$ cat config.mk
export PLATFORM = sky130hd
export DESIGN_NAME = mult_div_unit
export DESIGN_NICKNAME = d
export VERILOG_FILES = /design/src/rtl/cpu_pkg.sv /design/src/rtl/mult_div_unit.sv
export SDC_FILE = /design/constraint.sdc
export NUM_CORES = 1
export LEC_CHECK = 0
export CORE_MARGIN = 10
export CORE_UTILIZATION = 45
export CTS_CLUSTER_DIAMETER = 150
export DETAILED_ROUTE_END_ITERATION = 8
export HOLD_SLACK_MARGIN = 0.12
export PLACE_DENSITY_LB_ADDON = 0.05
export SETUP_SLACK_MARGIN = 0.05
export SYNTH_ARGS = -nofsm -noshare
export SYNTH_HDL_FRONTEND = slang
export SYNTH_SLANG_ARGS = --single-unit
export TNS_END_PERCENT = 20
$ cat constraint.sdc
create_clock -name clk -period 3.9 [get_ports clk]
set_input_delay 0.78 -clock clk [delete_from_list [all_inputs] [get_ports clk]]
set_output_delay 0.78 -clock clk [all_outputs]
set_load 0.02 [all_outputs]
$ cat src/rtl/cpu_pkg.sv
// Shared CPU package: word width, iteration count and the state
// encoding of the multiply/divide unit.
package cpu_pkg;

   localparam int WORD_W  = 32;
   // Iterations per mult/div: one result bit per cycle.
   localparam int MD_ITER = WORD_W;

   typedef enum logic [1:0] {
      IDLE = 2'd0,
      MULT = 2'd1,
      DIV  = 2'd2,
      DONE = 2'd3
   } md_state_t;

endpackage

$ cat src/rtl/mult_div_unit.sv
// Iterative signed multiply/divide unit (MIPS mult/div).
//
// Ports:
//   clk, reset            clock, synchronous active-high reset
//   mult_start, div_start start pulses, sampled only while idle
//                         (mult_start wins if both are high)
//   a, b                  operands: multiplicand/dividend, multiplier/divisor
//   mult_hi, mult_lo      product pair, updated only by a multiply
//   div_hi, div_lo        remainder/quotient pair, updated only by a divide
//   busy                  high while an operation is in progress
//   done                  one-cycle completion pulse
//   divzero               one-cycle pulse (with done) on divide by zero
//
// Handshake: a start is accepted only on an edge where busy is low; while
// busy, starts are ignored. Results are valid in the done cycle and hold
// until the next operation of the same kind.
import cpu_pkg::*;

module mult_div_unit #(
   parameter int WIDTH = WORD_W
) (
   input  logic             clk,
   input  logic             reset,
   input  logic             mult_start,
   input  logic             div_start,
   input  logic [WIDTH-1:0] a,
   input  logic [WIDTH-1:0] b,
   output logic [WIDTH-1:0] mult_hi,
   output logic [WIDTH-1:0] mult_lo,
   output logic [WIDTH-1:0] div_hi,
   output logic [WIDTH-1:0] div_lo,
   output logic             busy,
   output logic             done,
   output logic             divzero
);

   localparam int               CNT_W = $clog2(WIDTH) + 1;
   localparam logic [CNT_W-1:0] LAST  = CNT_W'(WIDTH - 1);

   md_state_t          state_q, state_d;
   logic [CNT_W-1:0]   cnt_q, cnt_d;
   // MULT: {acc, q, q_1}. DIV: {rem (W+1 bits), quo}.
   logic [2*WIDTH:0]   work_q, work_d;
   // Multiplicand (MULT) or divisor magnitude (DIV).
   logic [WIDTH-1:0]   mcand_q, mcand_d;
   logic               sign_a_q, sign_a_d;
   logic               sign_b_q, sign_b_d;
   logic               is_div_q, is_div_d;
   logic               dz_pend_q, dz_pend_d;
   logic [WIDTH-1:0]   mult_hi_q, mult_hi_d;
   logic [WIDTH-1:0]   mult_lo_q, mult_lo_d;
   logic [WIDTH-1:0]   div_hi_q, div_hi_d;
   logic [WIDTH-1:0]   div_lo_q, div_lo_d;
   logic               done_q, done_d;
   logic               divzero_q, divzero_d;

   // Booth step datapath. The sum is kept one bit wider so that subtracting
   // the most negative multiplicand cannot overflow before the shift.
   logic [WIDTH:0]     acc_x, mcand_x, booth_sum;
   // Restoring division datapath.
   logic [2*WIDTH:0]   div_shift;
   logic [WIDTH:0]     rem_try, rem_diff;
   logic               rem_ge;
   logic [WIDTH-1:0]   a_abs, b_abs, quo, rem;

   always_comb begin
      acc_x   = {work_q[2*WIDTH], work_q[2*WIDTH:WIDTH+1]};
      mcand_x = {mcand_q[WIDTH-1], mcand_q};
      case (work_q[1:0])
         2'b01:   booth_sum = acc_x + mcand_x;
         2'b10:   booth_sum = acc_x - mcand_x;
         default: booth_sum = acc_x;
      endcase

      div_shift = {work_q[2*WIDTH-1:0], 1'b0};
      rem_try   = div_shift[2*WIDTH:WIDTH];
      rem_diff  = rem_try - {1'b0, mcand_q};
      rem_ge    = rem_try >= {1'b0, mcand_q};

      a_abs = a[WIDTH-1] ? -a : a;
      b_abs = b[WIDTH-1] ? -b : b;
      quo   = work_q[WIDTH-1:0];
      rem   = work_q[2*WIDTH-1:WIDTH];
   end

   always_comb begin
      state_d   = state_q;
      cnt_d     = cnt_q;
      work_d    = work_q;
      mcand_d   = mcand_q;
      sign_a_d  = sign_a_q;
      sign_b_d  = sign_b_q;
      is_div_d  = is_div_q;
      dz_pend_d = dz_pend_q;
      mult_hi_d = mult_hi_q;
      mult_lo_d = mult_lo_q;
      div_hi_d  = div_hi_q;
      div_lo_d  = div_lo_q;
      done_d    = 1'b0;
      divzero_d = 1'b0;

      case (state_q)
         IDLE: begin
            if (mult_start) begin
               work_d    = {{WIDTH{1'b0}}, b, 1'b0};
               mcand_d   = a;
               cnt_d     = '0;
               is_div_d  = 1'b0;
               dz_pend_d = 1'b0;
               state_d   = MULT;
            end else if (div_start) begin
               is_div_d = 1'b1;
               if (b == '0) begin
                  dz_pend_d = 1'b1;
                  state_d   = DONE;
               end else begin
                  work_d    = {{(WIDTH+1){1'b0}}, a_abs};
                  mcand_d   = b_abs;
                  sign_a_d  = a[WIDTH-1];
                  sign_b_d  = b[WIDTH-1];
                  cnt_d     = '0;
                  dz_pend_d = 1'b0;
                  state_d   = DIV;
               end
            end
         end
         MULT: begin
            // Add/subtract, then arithmetic shift of the whole register.
            work_d = {booth_sum, work_q[WIDTH:1]};
            cnt_d  = cnt_q + 1'b1;
            if (cnt_q == LAST) state_d = DONE;
         end
         DIV: begin
            work_d = rem_ge ? {rem_diff, div_shift[WIDTH-1:1], 1'b1} : div_shift;
            cnt_d  = cnt_q + 1'b1;
            if (cnt_q == LAST) state_d = DONE;
         end
         DONE: begin
            done_d  = 1'b1;
            state_d = IDLE;
            if (dz_pend_q) begin
               divzero_d = 1'b1;
            end else if (is_div_q) begin
               // Truncating division: quotient sign from operand signs,
               // remainder sign from the dividend.
               div_lo_d = (sign_a_q ^ sign_b_q) ? -quo : quo;
               div_hi_d = sign_a_q ? -rem : rem;
            end else begin
               mult_hi_d = work_q[2*WIDTH:WIDTH+1];
               mult_lo_d = work_q[WIDTH:1];
            end
         end
         default: state_d = IDLE;
      endcase
   end

   always_ff @(posedge clk) begin
      if (reset) begin
         state_q   <= IDLE;
         cnt_q     <= '0;
         work_q    <= '0;
         mcand_q   <= '0;
         sign_a_q  <= 1'b0;
         sign_b_q  <= 1'b0;
         is_div_q  <= 1'b0;
         dz_pend_q <= 1'b0;
         mult_hi_q <= '0;
         mult_lo_q <= '0;
         div_hi_q  <= '0;
         div_lo_q  <= '0;
         done_q    <= 1'b0;
         divzero_q <= 1'b0;
      end else begin
         state_q   <= state_d;
         cnt_q     <= cnt_d;
         work_q    <= work_d;
         mcand_q   <= mcand_d;
         sign_a_q  <= sign_a_d;
         sign_b_q  <= sign_b_d;
         is_div_q  <= is_div_d;
         dz_pend_q <= dz_pend_d;
         mult_hi_q <= mult_hi_d;
         mult_lo_q <= mult_lo_d;
         div_hi_q  <= div_hi_d;
         div_lo_q  <= div_lo_d;
         done_q    <= done_d;
         divzero_q <= divzero_d;
      end
   end

   assign mult_hi = mult_hi_q;
   assign mult_lo = mult_lo_q;
   assign div_hi  = div_hi_q;
   assign div_lo  = div_lo_q;
   assign done    = done_q;
   assign divzero = divzero_q;
   assign busy    = (state_q != IDLE);

endmodule

# --- Word-level counts from Yosys, hierarchy flattened ---
# Cells that the tools add are included.
op_classes:
  muxes: 29
  n_lt_le_gt_ge: 1
  n_bitwise: 6
  multipliers: 0
  shift: 0
  eq_ne: 11
  reduce_logical: 17
  div: 0
  n_addsub: 8
ops:
  columns: ["op", "count"]
  rows:
  - ["$mux 65", 4]
  - ["$mux 32", 7]
  - ["$pmux 65 s3", 1]
  - ["$neg 32->32", 4]
  - ["$pmux 33 s2", 1]
  - ["$add 32x32->33", 1]
  - ["$ge 33x32->1", 1]
  - ["$sub 32x32->33", 1]
  - ["$sub 33x32->33", 1]
  - ["$logic_not 32->1", 1]
  - ["$mux 6", 3]
  - ["$reduce_and 3->1", 5]
  - ["$pmux 6 s2", 1]
  - ["$mux 1", 8]
  - ["$reduce_and 4->1", 2]
  - ["$add 6x1->6 const B", 1]
  - ["$eq 2x2->1 const B", 3]
  - ["$eq 6x5->1 const B", 1]
  - ["$mux 2", 3]
  - ["$ne 3x3->1 const B", 2]
  - ["$pmux 2 s3", 1]
  - ["$reduce_bool 2->1", 3]
  - ["$not 1->1", 5]
  - ["$eq 2x1->1 const B", 2]
  - ["8 further kinds", 10]
totals:
  in_bits: 68
  mem_bits_rw: 0
  elab_cells: 87
  romBits: 0
  reg_bits: 239
  output_inout_bits: 131
  latch_bits: 0
  memories: 0

# --- Logic depth before layout (Yosys ltp) ---
depth:
  word_depth: 6
  depth_mapped: 18
  mapped_depth_nobuf: 17

# --- Least setup slack after synthesis ---
# Ideal clock, no wire load.
synth_timing:
  kind: "reg-to-reg"
  startpoint: "reg work_q[1]"
  endpoint: "reg work_q[64]"
  n_path_buf: 2
  setup_ns: 0.132
  t_arrival_ns: 3.677
  synth_period_minus_slack_ns: 3.809
  setup_slack_ns: 0.091
  stages_incl_launch_ff: 17
  path_cell_list: "dfxtp_1 > ha_1 > clkbuf_1 > clkbuf_1 > a31oi_1 > xnor2_1 > ha_1 > a211oi_1 > nor2_1 > or3_1 > a21oi_1 > a21boi_0 > a41oi_1 > o21ai_0 > or4_1 > nand3_1 > a311oi_1"
synth_between:
  elab_chain_len: 3
  word_cells_on_any_way: 6
synth_rtl:
  columns: ["item", "line_no", "text"]
  rows:
  - ["start: declaration", "mult_div_unit.sv:43", "logic [2*WIDTH:0] work_q, work_d;"]
  - ["start signal: assignment", "mult_div_unit.sv:176", "work_q <= work_d;"]
  - ["$eq 2x2->1 / $eq 2x1->1 (equally long branches)", "mult_div_unit.sv:69", "case (work_q[1:0])"]
  - ["$pmux 33 s2 / $ne 3x1->1 (equally long branches)", null, null]
  - ["$pmux 65 s3 / $reduce_and 4->1 (equally long branches)", null, null]
# Parallel ways exist; a longest one is shown, timed or not.
# A chain may end at the register's enable or synchronous reset.

# --- Worst setup path in the final report ---
layout_timing:
  startpoint: "reg mcand_q[10]"
  endpoint: "reg work_q[64]"
layout_between:
  elab_chain_len: 3
  word_cells_on_any_way: 7
layout_rtl:
  columns: ["item", "line_no", "text"]
  rows:
  - ["start: declaration", "mult_div_unit.sv:45", "logic [WIDTH-1:0] mcand_q, mcand_d;"]
  - ["start signal: assignment", "mult_div_unit.sv:177", "mcand_q <= mcand_d;"]
  - ["$sub 32x32->33, or another cell as far along", "mult_div_unit.sv:71", "2'b10: booth_sum = acc_x - mcand_x;"]
  - ["$pmux 33 s2 / $mux 65 (equally long branches)", "mult_div_unit.sv:69, mult_div_unit.sv:134", null]
  - ["$pmux 65 s3 *", "mult_div_unit.sv:102", "case (state_q)"]
# Mark *: on every way between the ends. The rest lies on a longest branch, timed or not.

==> reports/qor.yml <==
status: "complete, no violations"
routed_wl_um: 62300
grt_start_max_net_pins: 182
relSlewSlack: 0.215
port_buffers: 198
drc: 0
netlist_top_cells_area: "dfxtp_1 28%, nand2_1 9.2%, a21oi_1 7.2%"
die_h_um: 214
period_share: 0.977
r2r_slack_ns: 0.09
r2r-end: "work_q[64]"
critPathKind: "flop to flop"
max_cap_viol_count: 0
timing.critical_path.to: "work_q[64]"
gr-total-overflow: 0
die_w_um: 214
setup_viol: 0
clk_pin_slew_ns: 0.06
yosys_warnings: 0
wl_per_cell_um: 19.7
cp_max_fo: 2
ys.flop_type: "dfxtp_1"
ios: 199
intPower_uw: 7100
slowest_stage: "or4_4"
startpoint: "mcand_q[10]"
reg2reg_from: "mcand_q[10]"
holdWs_ns: 0.451
yosys.cell_types.count: 73
cts_buffer_depth: 3
syn_area_per_cell_um2: 7.34
synth_top_area_share: 0.282
fin_crit_ns: 3.81
async_reset_ff_frac: 0
hold_viol: 0
grt_usage: 0.256
grt_pass1_wl_um: 97000
combPwrFrac: 0.551
dp_hpwl_um: 47300
cts_buffers: 28
synth.largest_area_cell: "dfxtp_1"
r2r_cells: 18
root_buffer: "clkbuf_16"
synthTopCellsByCount: "415 x nand2_1, 243 x a21oi_1, 239 x dfxtp_1"
core_um2: 37400
die_area_um2: 45900
maxSlewViolCount: 0
p_leak_uw: 0.00888
pwr-share-clk: 0.204
ir_drop_v: 0.000368
ys_seq_elements: 239
powerDensity_nw_per_um2: 557
drt_iter0_markers: 1250
start_util: 0.454
cts.sinks: 239
critPathArrivalTime_ns: 4.25
ys_seq_area_frac: 0.282
synth.most_common_cell: "nand2_1"
synth_edf_count: 0
antenna_left: 0
vias: 18000
cts_tree: "built"
critPathLaunchType: "flop"
max_freq_mhz: 263
synth_area_um2: 17000
place_congestion: 0.947
n_antenna_cell: 0
synth_fp_nets: 2457
endpoint_kind: "flop"
grt_antenna_before_repair: 1
grt_pass1_vias: 17200
drive_gt1_frac: 0.165
worst_clock_skew_ns: 0.0122
rsz0062_at_grt: "true"
first_pass_iters: 6
max_stage_delay_ns: 0.54
power_frac_seq: 0.245
path_cells: "nor4_2 -> buf_4 -> nand4_1 -> nor4_2 -> nor2_1 -> xnor2_2 -> ha_1 -> o21ai_1 -> nor2_1 -> or3_4 -> a21oi_4 -> a21boi_2 -> a41oi_2 -> buf_4 -> o21ai_2 -> or4_4 -> nand3_2 -> a311oi_1"
switching_share: 0.429
synth_cells: 2311
finalNetCount: 2784
insertion_delay_ns: 0.57
power_uw: 12400
cp.required_ns: 4.34
avgViaCountPerCell: 5.70
worstMarginPinSlew_ns: 1.18
hold_path_class: "flop to flop"
power_switching_uw: 5330
rows: 71
synthToLayoutAreaGrowth_pct: 31.5
htree_levels: 1
[registers in the layout, indices dropped and copies added, names as in the netlist]
name,count
done,1
work_q,65
div_lo,32
state_q,2
mcand_q,32
divzero,1
div_hi,32
mult_hi,32
is_div_q,1
mult_lo,32
sign_a_q,1
sign_b_q,1
cnt_q,6
dz_pend_q,1
[metrics by stage]
step / instance area [um2] / setup slack [ns] / instances / util / TNS, ns
final: 22300 / 0.0908 / 3164 / 0.597 / 0
after global routing: 22300 / -0.0581 / 3164 / 0.597 / -0.144
after CTS: 21900 / -0.0168 / 3156 / 0.587 / -0.0168
after detailed placement: 21000 / -0.394 / 3107 / 0.561 / -2.26
after global placement: 21000 / -0.396 / 3107 / 0.561 / -1.49
after floorplan: 17000 / 0.0908 / 2311 / - / 0
[layout make-up]
cell class / instances / area, um2
Fill cell: 3529 / 15100
Multi-Input combinational cell: 1828 / 11600
Sequential cell: 239 / 4790
Timing Repair Buffer: 476 / 4160
Clock buffer: 39 / 782
Tap cell: 511 / 639
Inverter: 65 / 244
Clock inverter: 6 / 86.3
[power by group through the flow]
stage	registers, uW	clock network [uW]	logic [uW]
after floorplan	2930	0	4160
after global placement	3080	0	6370
after detailed placement	3090	0	6460
after CTS	3040	2570	6560
after global routing	3080	2660	7430
final	3050	2530	6850
[logic make-up after synthesis]
logic type                 count (synthesis)  share of synthesized area
muxes                                     53                     0.0334
AOI/OAI and AO/OA                        712                      0.262
DFF                                      239                      0.282
buffers and inverters                    244                     0.0568
and+or+nand+nor                          791                      0.208
adders and majority gates                 78                     0.0584
xor gates and xnor gates                 194                      0.100
[cell usage in the layout, fill, tap and decap left out, drive strengths merged, types with 7 or more instances in the layout]
cell type and count:
nor3 32, or3 21, nor2 151, o21ai 154, and3 20, xnor2 92, a31oi 28, a21o 30
o41ai 14, and2 7, nand3 48, nor2b 9, clkdlybuf4s50 196, or2 7, mux2 29, a22oi 37
o21a 10, or4 18, xor2 102, mux2i 24, nor4 15, o211ai 23, a21oi 243, a22o 16
dfxtp 239, ha 76, inv 65, buf 280, clkbuf 39, a211oi 65, a311oi 8, nand2 415
o31ai 28, nand4 9, a41oi 7, o21bai 9, nand2b 19
[metal layers]
layer / up-vias / part of all wire / track usage
met3: 114 / 0.044 / 0.0261
li1: 8847 / - / -
met4: 2 / 0.037 / 0.0917
met2: 507 / 0.49 / 0.445
met1: 8554 / 0.43 / 0.321
met5: - / 0.00021 / 0
[how the worst min path moves through the flow]
stage | start | cells after the start | end | slack, ns
final | mult_hi[16] | 2 | mult_hi[16] | 0.45
after global placement | mult_lo[8] | 2 | mult_lo[8] | 0.44
after floorplan | mcand_q[1] | 2 | mcand_q[1] | 0.45
after CTS | mult_hi[1] | 2 | mult_hi[1] | 0.45
after detailed placement | mult_hi[1] | 2 | mult_hi[1] | 0.45
after global routing | mult_hi[4] | 2 | mult_hi[4] | 0.47
[critical path, delay by kind of cell, from the launching register on]
family                     cells  cell delay (ns)
buffers and inverters          2             0.31
AOI/OAI and AO/OA              6             0.69
xor gates and xnor gates       1             0.25
DFF                            1             0.33
and+or+nand+nor                8             1.82
adders and majority gates      1             0.30
[what timing repair did]
action	in CTS	in global routing
gates resized for setup	15	70
hold buffers	0	0
buffers inserted	4	9
pin swaps	8	34
setup endpoints to repair	24	24
(Power assumes the default switching activity.)
